$ cat src/rtl/booth_pkg.sv
// Shared types and helpers for the sequential Booth multiplier.
// The BOOTH_RADIX4_EN macro is consumed by booth_mult_seq; this package serves both builds.
package booth_pkg;

    // Controller state encoding
    typedef enum logic [1:0] {
        IDLE = 2'b00,
        RUN  = 2'b01,
        DONE = 2'b10
    } state_e;

    // Booth-recoded partial-product operation
    typedef enum logic [2:0] {
        NOP  = 3'd0,
        ADD1 = 3'd1,
        ADD2 = 3'd2,
        SUB1 = 3'd3,
        SUB2 = 3'd4
    } booth_op_e;

    // Iteration counter width able to hold ITER itself
    function automatic int unsigned cnt_w(input int unsigned iter);
        return $clog2(iter + 1);
    endfunction

    // Internal operand width: unsigned operands get one extra zero bit
    function automatic int unsigned oper_w(input int unsigned width, input bit signed_op);
        return signed_op ? width : width + 1;
    endfunction

    // Radix-2 recode of {Q[0], q_m1}
    function automatic booth_op_e recode_r2(input logic [1:0] pair);
        case (pair)
            2'b01:   return ADD1;
            2'b10:   return SUB1;
            default: return NOP;
        endcase
    endfunction

    // Radix-4 recode of {Q[1], Q[0], q_m1}
    function automatic booth_op_e recode_r4(input logic [2:0] trip);
        case (trip)
            3'b001, 3'b010: return ADD1;
            3'b011:         return ADD2;
            3'b100:         return SUB2;
            3'b101, 3'b110: return SUB1;
            default:        return NOP;
        endcase
    endfunction

endpackage

$ cat src/rtl/booth_mult_seq_if.sv
// Start/done handshake and operand/product bus of the Booth multiplier.
interface booth_mult_seq_if #(
    parameter int unsigned WIDTH = 8
);
    logic                   start;
    logic [WIDTH-1:0]       multiplicand;
    logic [WIDTH-1:0]       multiplier;
    logic                   busy;
    logic                   done;
    logic [2*WIDTH-1:0]     product;

    modport master (
        output start, multiplicand, multiplier,
        input  busy, done, product
    );

    modport slave (
        input  start, multiplicand, multiplier,
        output busy, done, product
    );
endinterface

$ cat src/rtl/booth_ctrl.sv
// Booth multiplier controller: IDLE/RUN/DONE FSM and iteration counter.
// Emits combinational load/iterate/finish strobes for the datapath; busy/done are registered.
module booth_ctrl
    import booth_pkg::*;
#(
    parameter int unsigned ITER = 8
) (
    input  logic clk,
    input  logic rst,
    input  logic start,
    output logic load_c,
    output logic iterate_c,
    output logic finish_c,
    output logic busy,
    output logic done
);
    localparam int unsigned CW = cnt_w(ITER);

    state_e         state_q, state_d;
    logic [CW-1:0]  cnt_q, cnt_d;
    logic           busy_q, busy_d;
    logic           done_q, done_d;

    // Next-state, counter and strobe decode
    always_comb begin
        state_d   = state_q;
        cnt_d     = cnt_q;
        load_c    = 1'b0;
        iterate_c = 1'b0;
        finish_c  = 1'b0;
        case (state_q)
            IDLE: begin
                if (start) begin
                    load_c  = 1'b1;
                    cnt_d   = CW'(ITER);
                    state_d = RUN;
                end
            end
            RUN: begin
                iterate_c = 1'b1;
                cnt_d     = cnt_q - CW'(1);
                if (cnt_q == CW'(1)) begin
                    finish_c = 1'b1;
                    state_d  = DONE;
                end
            end
            DONE:    state_d = IDLE;
            default: state_d = IDLE;
        endcase
        busy_d = (state_d != IDLE);
        done_d = (state_d == DONE);
    end

    // State, counter and status registers
    always_ff @(posedge clk or posedge rst) begin
        if (rst) begin
            state_q <= IDLE;
            cnt_q   <= '0;
            busy_q  <= 1'b0;
            done_q  <= 1'b0;
        end else begin
            state_q <= state_d;
            cnt_q   <= cnt_d;
            busy_q  <= busy_d;
            done_q  <= done_d;
        end
    end

    assign busy = busy_q;
    assign done = done_q;

endmodule

$ cat src/rtl/booth_mult_seq.sv
// Sequential Booth multiplier, WIDTH x WIDTH -> 2*WIDTH, signed or unsigned.
// Define BOOTH_RADIX4_EN for modified Booth radix-4 (two bits per iteration); default is radix-2.
module booth_mult_seq
    import booth_pkg::*;
#(
    parameter int unsigned WIDTH  = 8,
    parameter bit          SIGNED = 1'b1
) (
    input  logic              clk,
    input  logic              rst,
    booth_mult_seq_if.slave   bus
);
`ifdef BOOTH_RADIX4_EN
    localparam bit RADIX4 = 1'b1;
`else
    localparam bit RADIX4 = 1'b0;
`endif

    localparam int unsigned N    = oper_w(WIDTH, SIGNED);
    localparam int unsigned NE   = RADIX4 ? N + (N % 2) : N;
    localparam int unsigned AW   = RADIX4 ? NE + 2 : NE + 1;
    localparam int unsigned ITER = RADIX4 ? NE / 2 : NE;
    localparam int unsigned PW   = 2 * WIDTH;
    localparam int unsigned SW   = AW + NE + 1;

    logic [AW-1:0] a_q, a_d;
    logic [NE-1:0] q_q, q_d;
    logic          qm1_q, qm1_d;
    logic [AW-1:0] m_q, m_d;
    logic [PW-1:0] prod_q, prod_d;

    logic          load_c, iterate_c, finish_c;
    logic          m_sign, q_sign;
    booth_op_e     op;
    logic [AW-1:0] addend, sum;
    logic [SW-1:0] shreg;

    booth_ctrl #(.ITER(ITER)) u_ctrl (
        .clk       (clk),
        .rst       (rst),
        .start     (bus.start),
        .load_c    (load_c),
        .iterate_c (iterate_c),
        .finish_c  (finish_c),
        .busy      (bus.busy),
        .done      (bus.done)
    );

    // Operand load, Booth recode, add/sub, arithmetic shift and product capture
    always_comb begin
        a_d    = a_q;
        q_d    = q_q;
        qm1_d  = qm1_q;
        m_d    = m_q;
        prod_d = prod_q;
        op     = NOP;
        addend = '0;
        sum    = '0;
        shreg  = '0;
        m_sign = SIGNED & bus.multiplicand[WIDTH-1];
        q_sign = SIGNED & bus.multiplier[WIDTH-1];
        if (load_c) begin
            m_d   = AW'($signed({m_sign, bus.multiplicand}));
            q_d   = NE'($signed({q_sign, bus.multiplier}));
            a_d   = '0;
            qm1_d = 1'b0;
        end else if (iterate_c) begin
            op = RADIX4 ? recode_r4({q_q[1:0], qm1_q}) : recode_r2({q_q[0], qm1_q});
            case (op)
                ADD1:    addend = m_q;
                SUB1:    addend = -m_q;
                ADD2:    addend = m_q << 1;
                SUB2:    addend = -(m_q << 1);
                default: addend = '0;
            endcase
            sum   = a_q + addend;
            shreg = {sum, q_q, qm1_q};
            if (RADIX4) begin
                shreg = {{2{sum[AW-1]}}, shreg[SW-1:2]};
            end else begin
                shreg = {sum[AW-1], shreg[SW-1:1]};
            end
            a_d   = shreg[SW-1:NE+1];
            q_d   = shreg[NE:1];
            qm1_d = shreg[0];
            if (finish_c) begin
                prod_d = PW'({a_d, q_d});
            end
        end
    end

    // Datapath registers
    always_ff @(posedge clk or posedge rst) begin
        if (rst) begin
            a_q    <= '0;
            q_q    <= '0;
            qm1_q  <= 1'b0;
            m_q    <= '0;
            prod_q <= '0;
        end else begin
            a_q    <= a_d;
            q_q    <= q_d;
            qm1_q  <= qm1_d;
            m_q    <= m_d;
            prod_q <= prod_d;
        end
    end

    assign bus.product = prod_q;

endmodule

$ cat src/flat_wrapper.sv
// flat-port wrapper written by rule: the top's interface ports become plain ports
module booth_mult_seq_flat import booth_pkg::*;
#(
    parameter int unsigned WIDTH  = 8,
    parameter bit          SIGNED = 1'b1
)
  (clk, rst, bus_start, bus_multiplicand, bus_multiplier, bus_busy, bus_done, bus_product);
  booth_mult_seq_if #(.WIDTH(WIDTH)) bus_i ();
  input  logic clk;
  input  logic rst;
  input wire logic [$bits(bus_i.start)-1:0] bus_start;
  input wire logic [$bits(bus_i.multiplicand)-1:0] bus_multiplicand;
  input wire logic [$bits(bus_i.multiplier)-1:0] bus_multiplier;
  output wire logic [$bits(bus_i.busy)-1:0] bus_busy;
  output wire logic [$bits(bus_i.done)-1:0] bus_done;
  output wire logic [$bits(bus_i.product)-1:0] bus_product;
  assign bus_i.start = bus_start;
  assign bus_i.multiplicand = bus_multiplicand;
  assign bus_i.multiplier = bus_multiplier;
  assign bus_busy = bus_i.busy;
  assign bus_done = bus_i.done;
  assign bus_product = bus_i.product;
  booth_mult_seq #(.WIDTH(WIDTH), .SIGNED(SIGNED)) u_core (.clk(clk), .rst(rst), .bus(bus_i));
endmodule
$ cat config.mk
export PLATFORM = sky130hd
export DESIGN_NAME = booth_mult_seq_flat
export DESIGN_NICKNAME = d
export VERILOG_FILES = /design/src/rtl/booth_pkg.sv /design/src/rtl/booth_mult_seq_if.sv /design/src/rtl/booth_ctrl.sv /design/src/rtl/booth_mult_seq.sv /design/src/flat_wrapper.sv
export SDC_FILE = /design/constraint.sdc
export NUM_CORES = 1
export LEC_CHECK = 0
export ABC_AREA = 0
export CAP_MARGIN = 20
export CORE_MARGIN = 3
export CORE_UTILIZATION = 43
export CTS_CLUSTER_DIAMETER = 120
export DETAILED_ROUTE_END_ITERATION = 10
export MAX_ROUTING_LAYER = met4
export PLACE_DENSITY = 0.69
export SKIP_CTS_REPAIR_TIMING = 1
export SYNTH_ARGS = -nofsm -noshare
export SYNTH_HDL_FRONTEND = slang
export SYNTH_HIERARCHICAL = 1
export SYNTH_SLANG_ARGS = --single-unit
$ cat constraint.sdc
create_clock -name clk -period 4.6 [get_ports clk]
set_input_delay 0.46 -clock clk [delete_from_list [all_inputs] [get_ports clk]]
set_output_delay 0.46 -clock clk [all_outputs]
set_load 0.05 [all_outputs]
==> impl_metrics.ini <==
[floorplanning]
ios = 37
start_util_pct = 44.81
die_y_um = 84.78
row_count = 28
coreArea_um2 = 5956
fp.dieW_um = 84.78
die_area_um2 = 7188

[routing]
postRouteAntennaNets = 0
wirelength_um = 4980
num_vias = 2020
drc = 0
wl_per_cell_um = 13.35
vias_per_cell = 5.416
drt-initial-drc-count = 116
dr.pass1.iters = 4

[finish]
nets = 332
area_growth_pct = 19.13
drive_above_1_share_pct = 10.07
fill_cells = 569
finalNonFillerCells = 373
diodes = 0
postLayoutCellArea_um2 = 3179

[logic_synthesis]
synth_area_um2 = 2669
synth_seq_area_share_pct = 45.94
synth_mux_area_share_pct = 10.45
syn_inst = 263
synth_xor_area_share_pct = 2.625
synth-simple-area-share_pct = 14.53
synth_fp_nets = 297
synthAdderAreaFrac_pct = 7.314
synth-seq-cells = 49
synth_edf_count = 0
synth_warnings = 6
yosys_most_used_dff = dfrtp_1
synth.avg_cell_area_um2 = 10.15
synthArstFlopShare_pct = 100.0
synth_compound_area_share_pct = 15.19
synth_top_family_by_area = compound AO/OA/AOI/OAI gates
netlist-cell-type-count = 46

[global_routing]
grt_pass1_wl_um = 9004
grt_max_degree = 43
grt-ovfl-total = 0
grt_pass1_vias = 1978
antenna_found_initial = 0
grt_use_total_pct = 15.76

[timing]
max_slew_margin_pct = 38.28
final.min_clock_period_ns = 2.771
slew_viol_final = 0
setup-tns-final_ns = 0
setup_violations = 0
worstMarginPinSlew_ns = 0.9231
skew_ns = 0.008253
finalCritPeriodShare_pct = 60.24
fmax_mhz = 360.9
rsz0062_at_grt = no
hold_violations = 0

[clocking]
clk_path_buf_depth = 2
clkSinkCount = 49
clkTransAtPathRegs_ns = 0.09
tritoncts = yes
clock_latency_ns = 0.30
cts_buffers = 5
cts.root.buffer_cell = clkbuf_8
cts.htree.levels = 2

[critical_path]
crit_fanout = 7
critPathSlowestCell = a2111oi_0
worstPathCellList = inv_1 -> ha_1 -> nor3b_4 -> nand2_1 -> a21oi_1 -> nor3_1 -> ha_1 -> a2111oi_0 -> o21ai_0 -> nand2_1 -> xor2_1 -> o21ai_0
required_ns = 4.74
cp_slowest_stage_delay_ns = 0.44
crit_family = compound AO/OA/AOI/OAI gates
critPathArrivalTime_ns = 2.91
worst-path-buf-inv = 1
worstSetupPathType = reg -> reg
cp-end-kind = register
startpoint_type = register

[worst_hold_path]
min_path_type = in -> async

[placement]
dp_hpwl_um = 3512
place_congestion = 0.8616
io_buffers = 36
place_inst = 366
placement.cell_area_um2 = 3098

[run]
cap_viol_max_count = 0

[run_status]
status = finished clean

[power_and_ir_drop]
ir_drop_v = 0.0003806
p_per_area_nw_per_um2 = 795.7
p_leak_nw = 1.434
-- cell usage in the layout (no fill, tap or decap), types with 3 or more instances in the layout --
| cell type | synthesis | layout |
|---|---|---|
| a21oi_1 | 11 | 11 |
| dfrtp_1 | 49 | 49 |
| a21o_1 | 4 | 4 |
| o21bai_1 | 3 | 3 |
| buf_4 | 0 | 3 |
| ha_1 | 14 | 14 |
| nor3b_1 | 4 | 3 |
| nor2_1 | 22 | 22 |
| nor3_1 | 4 | 4 |
| o21ai_0 | 25 | 25 |
| mux2i_1 | 11 | 11 |
| xor2_1 | 6 | 6 |
| a211oi_1 | 3 | 3 |
| nand2b_1 | 3 | 3 |
| mux2_2 | 15 | 15 |
| inv_1 | 14 | 14 |
| clkdlybuf4s50_1 | 0 | 36 |
| nand2_1 | 27 | 27 |
| clkbuf_8 | 0 | 5 |
-- routing by layer --
| metal | vias up | share of wire [%] | wire length [um] | global-route usage [%] |
|---|---|---|---|---|
| met1 | 947 | 47 | 2344 | 20.27 |
| met2 | 68 | 48 | 2367 | 25.27 |
| met4 | 0 | 0.58 | 29 | 3.885 |
| met5 | - | 0 | 0 | - |
| met3 | 2 | 4.8 | 239 | 3.631 |
| li1 | 1003 | - | - | - |
-- cells in the mapped netlist, drive strengths merged, types with 3 or more instances --
cell	number	area (um2)
o21bai	3	22.52
nor3b	5	48.80
a21oi	12	63.81
nor2	22	82.58
mux2i	11	110.1
nand2b	3	18.77
nor3	4	20.02
o21ai	27	135.1
nand2	27	101.4
xor2	6	52.55
buf	5	30.02
inv	14	52.55
mux2	15	168.9
a21o	5	38.79
ha	14	175.2
clkbuf	6	22.52
a211oi	5	47.54
dfrtp	49	1226
-- stage by stage --
stage               power, mW  hold WS, ns  util, %  setup slack, ns
floorplan               1.936       0.2757        -            1.960
global placement        2.275       0.4638    52.02            1.838
detailed placement      2.301       0.4722    52.02            1.771
CTS                     2.554       0.4295    53.38            1.811
global route            2.762       0.4738    53.38            1.418
finish                  2.530       0.4291    53.38            1.829
-- path summary, 6_finish.rpt --
path | from | end | slack [ns] | depth (start not counted)
hold reg to reg | u_core/bus.product[11]$_DFFE_PP0P_ | u_core/bus.product[11]$_DFFE_PP0P_ | 0.48 | 2
setup / recovery | u_core/m_q[0]$_DFFE_PP0P_ | u_core/bus.product[14]$_DFFE_PP0P_ | 1.83 | 12
min in group clk | u_core/bus.product[11]$_DFFE_PP0P_ | u_core/bus.product[11]$_DFFE_PP0P_ | 0.48 | 2
hold / removal | rst | u_core/u_ctrl/busy$_DFF_PP0_ | 0.43 | 2
setup reg to reg | u_core/m_q[0]$_DFFE_PP0P_ | u_core/bus.product[14]$_DFFE_PP0P_ | 1.83 | 12
max in group asynchronous | rst | u_core/m_q[5]$_DFFE_PP0P_ | 3.62 | 3
-- worst reg2reg max path, stage by stage (launching register included) --
cell and delay (ns):
dfrtp_1 0.38, inv_1 0.10, ha_1 0.20, nor3b_4 0.30, nand2_1 0.08, a21oi_1 0.15
nor3_1 0.06, ha_1 0.37, a2111oi_0 0.44, o21ai_0 0.16, nand2_1 0.11, xor2_1 0.17
o21ai_0 0.09
-- where the power goes --
part           internal [mW]  total (mW)  switching, mW
Sequential             0.640       0.797          0.157
Combinational          0.629        1.49          0.861
Clock                  0.105       0.242          0.137
-- state kept, by name (all words and copies together), names as in the netlist --
register	count
u_core/u_ctrl/state_q	2
u_core/qm1_q	1
u_core/a_q	8
u_core/u_ctrl/cnt_q	4
u_core/bus.product	16
u_core/m_q	8
u_core/q_q	8
u_core/u_ctrl/busy	1
u_core/u_ctrl/done	1
-- area by class of cell --
| type | count | area, um2 | share of cell area, % |
|---|---|---|---|
| clock buffer | 6 | 72.57 | 2.283 |
| clock inverter | 1 | 8.758 | 0.2755 |
| inverter | 14 | 52.55 | 1.653 |
| multi-input combinational | 189 | 1343 | 42.23 |
| sequential | 49 | 1226 | 38.57 |
| tap | 75 | 93.84 | 2.952 |
| timing repair buffer | 39 | 382.9 | 12.04 |
-- logic make-up after synthesis --
family                     Yosys count
adders and majority gates           15
DFF                                 49
xor gates and xnor gates             8
buffers and inverters               25
AOI/OAI and AO/OA                   64
muxes                               26
and+or+nand+nor                     76
No activity file was read; power rests on OpenSTA's default activity.
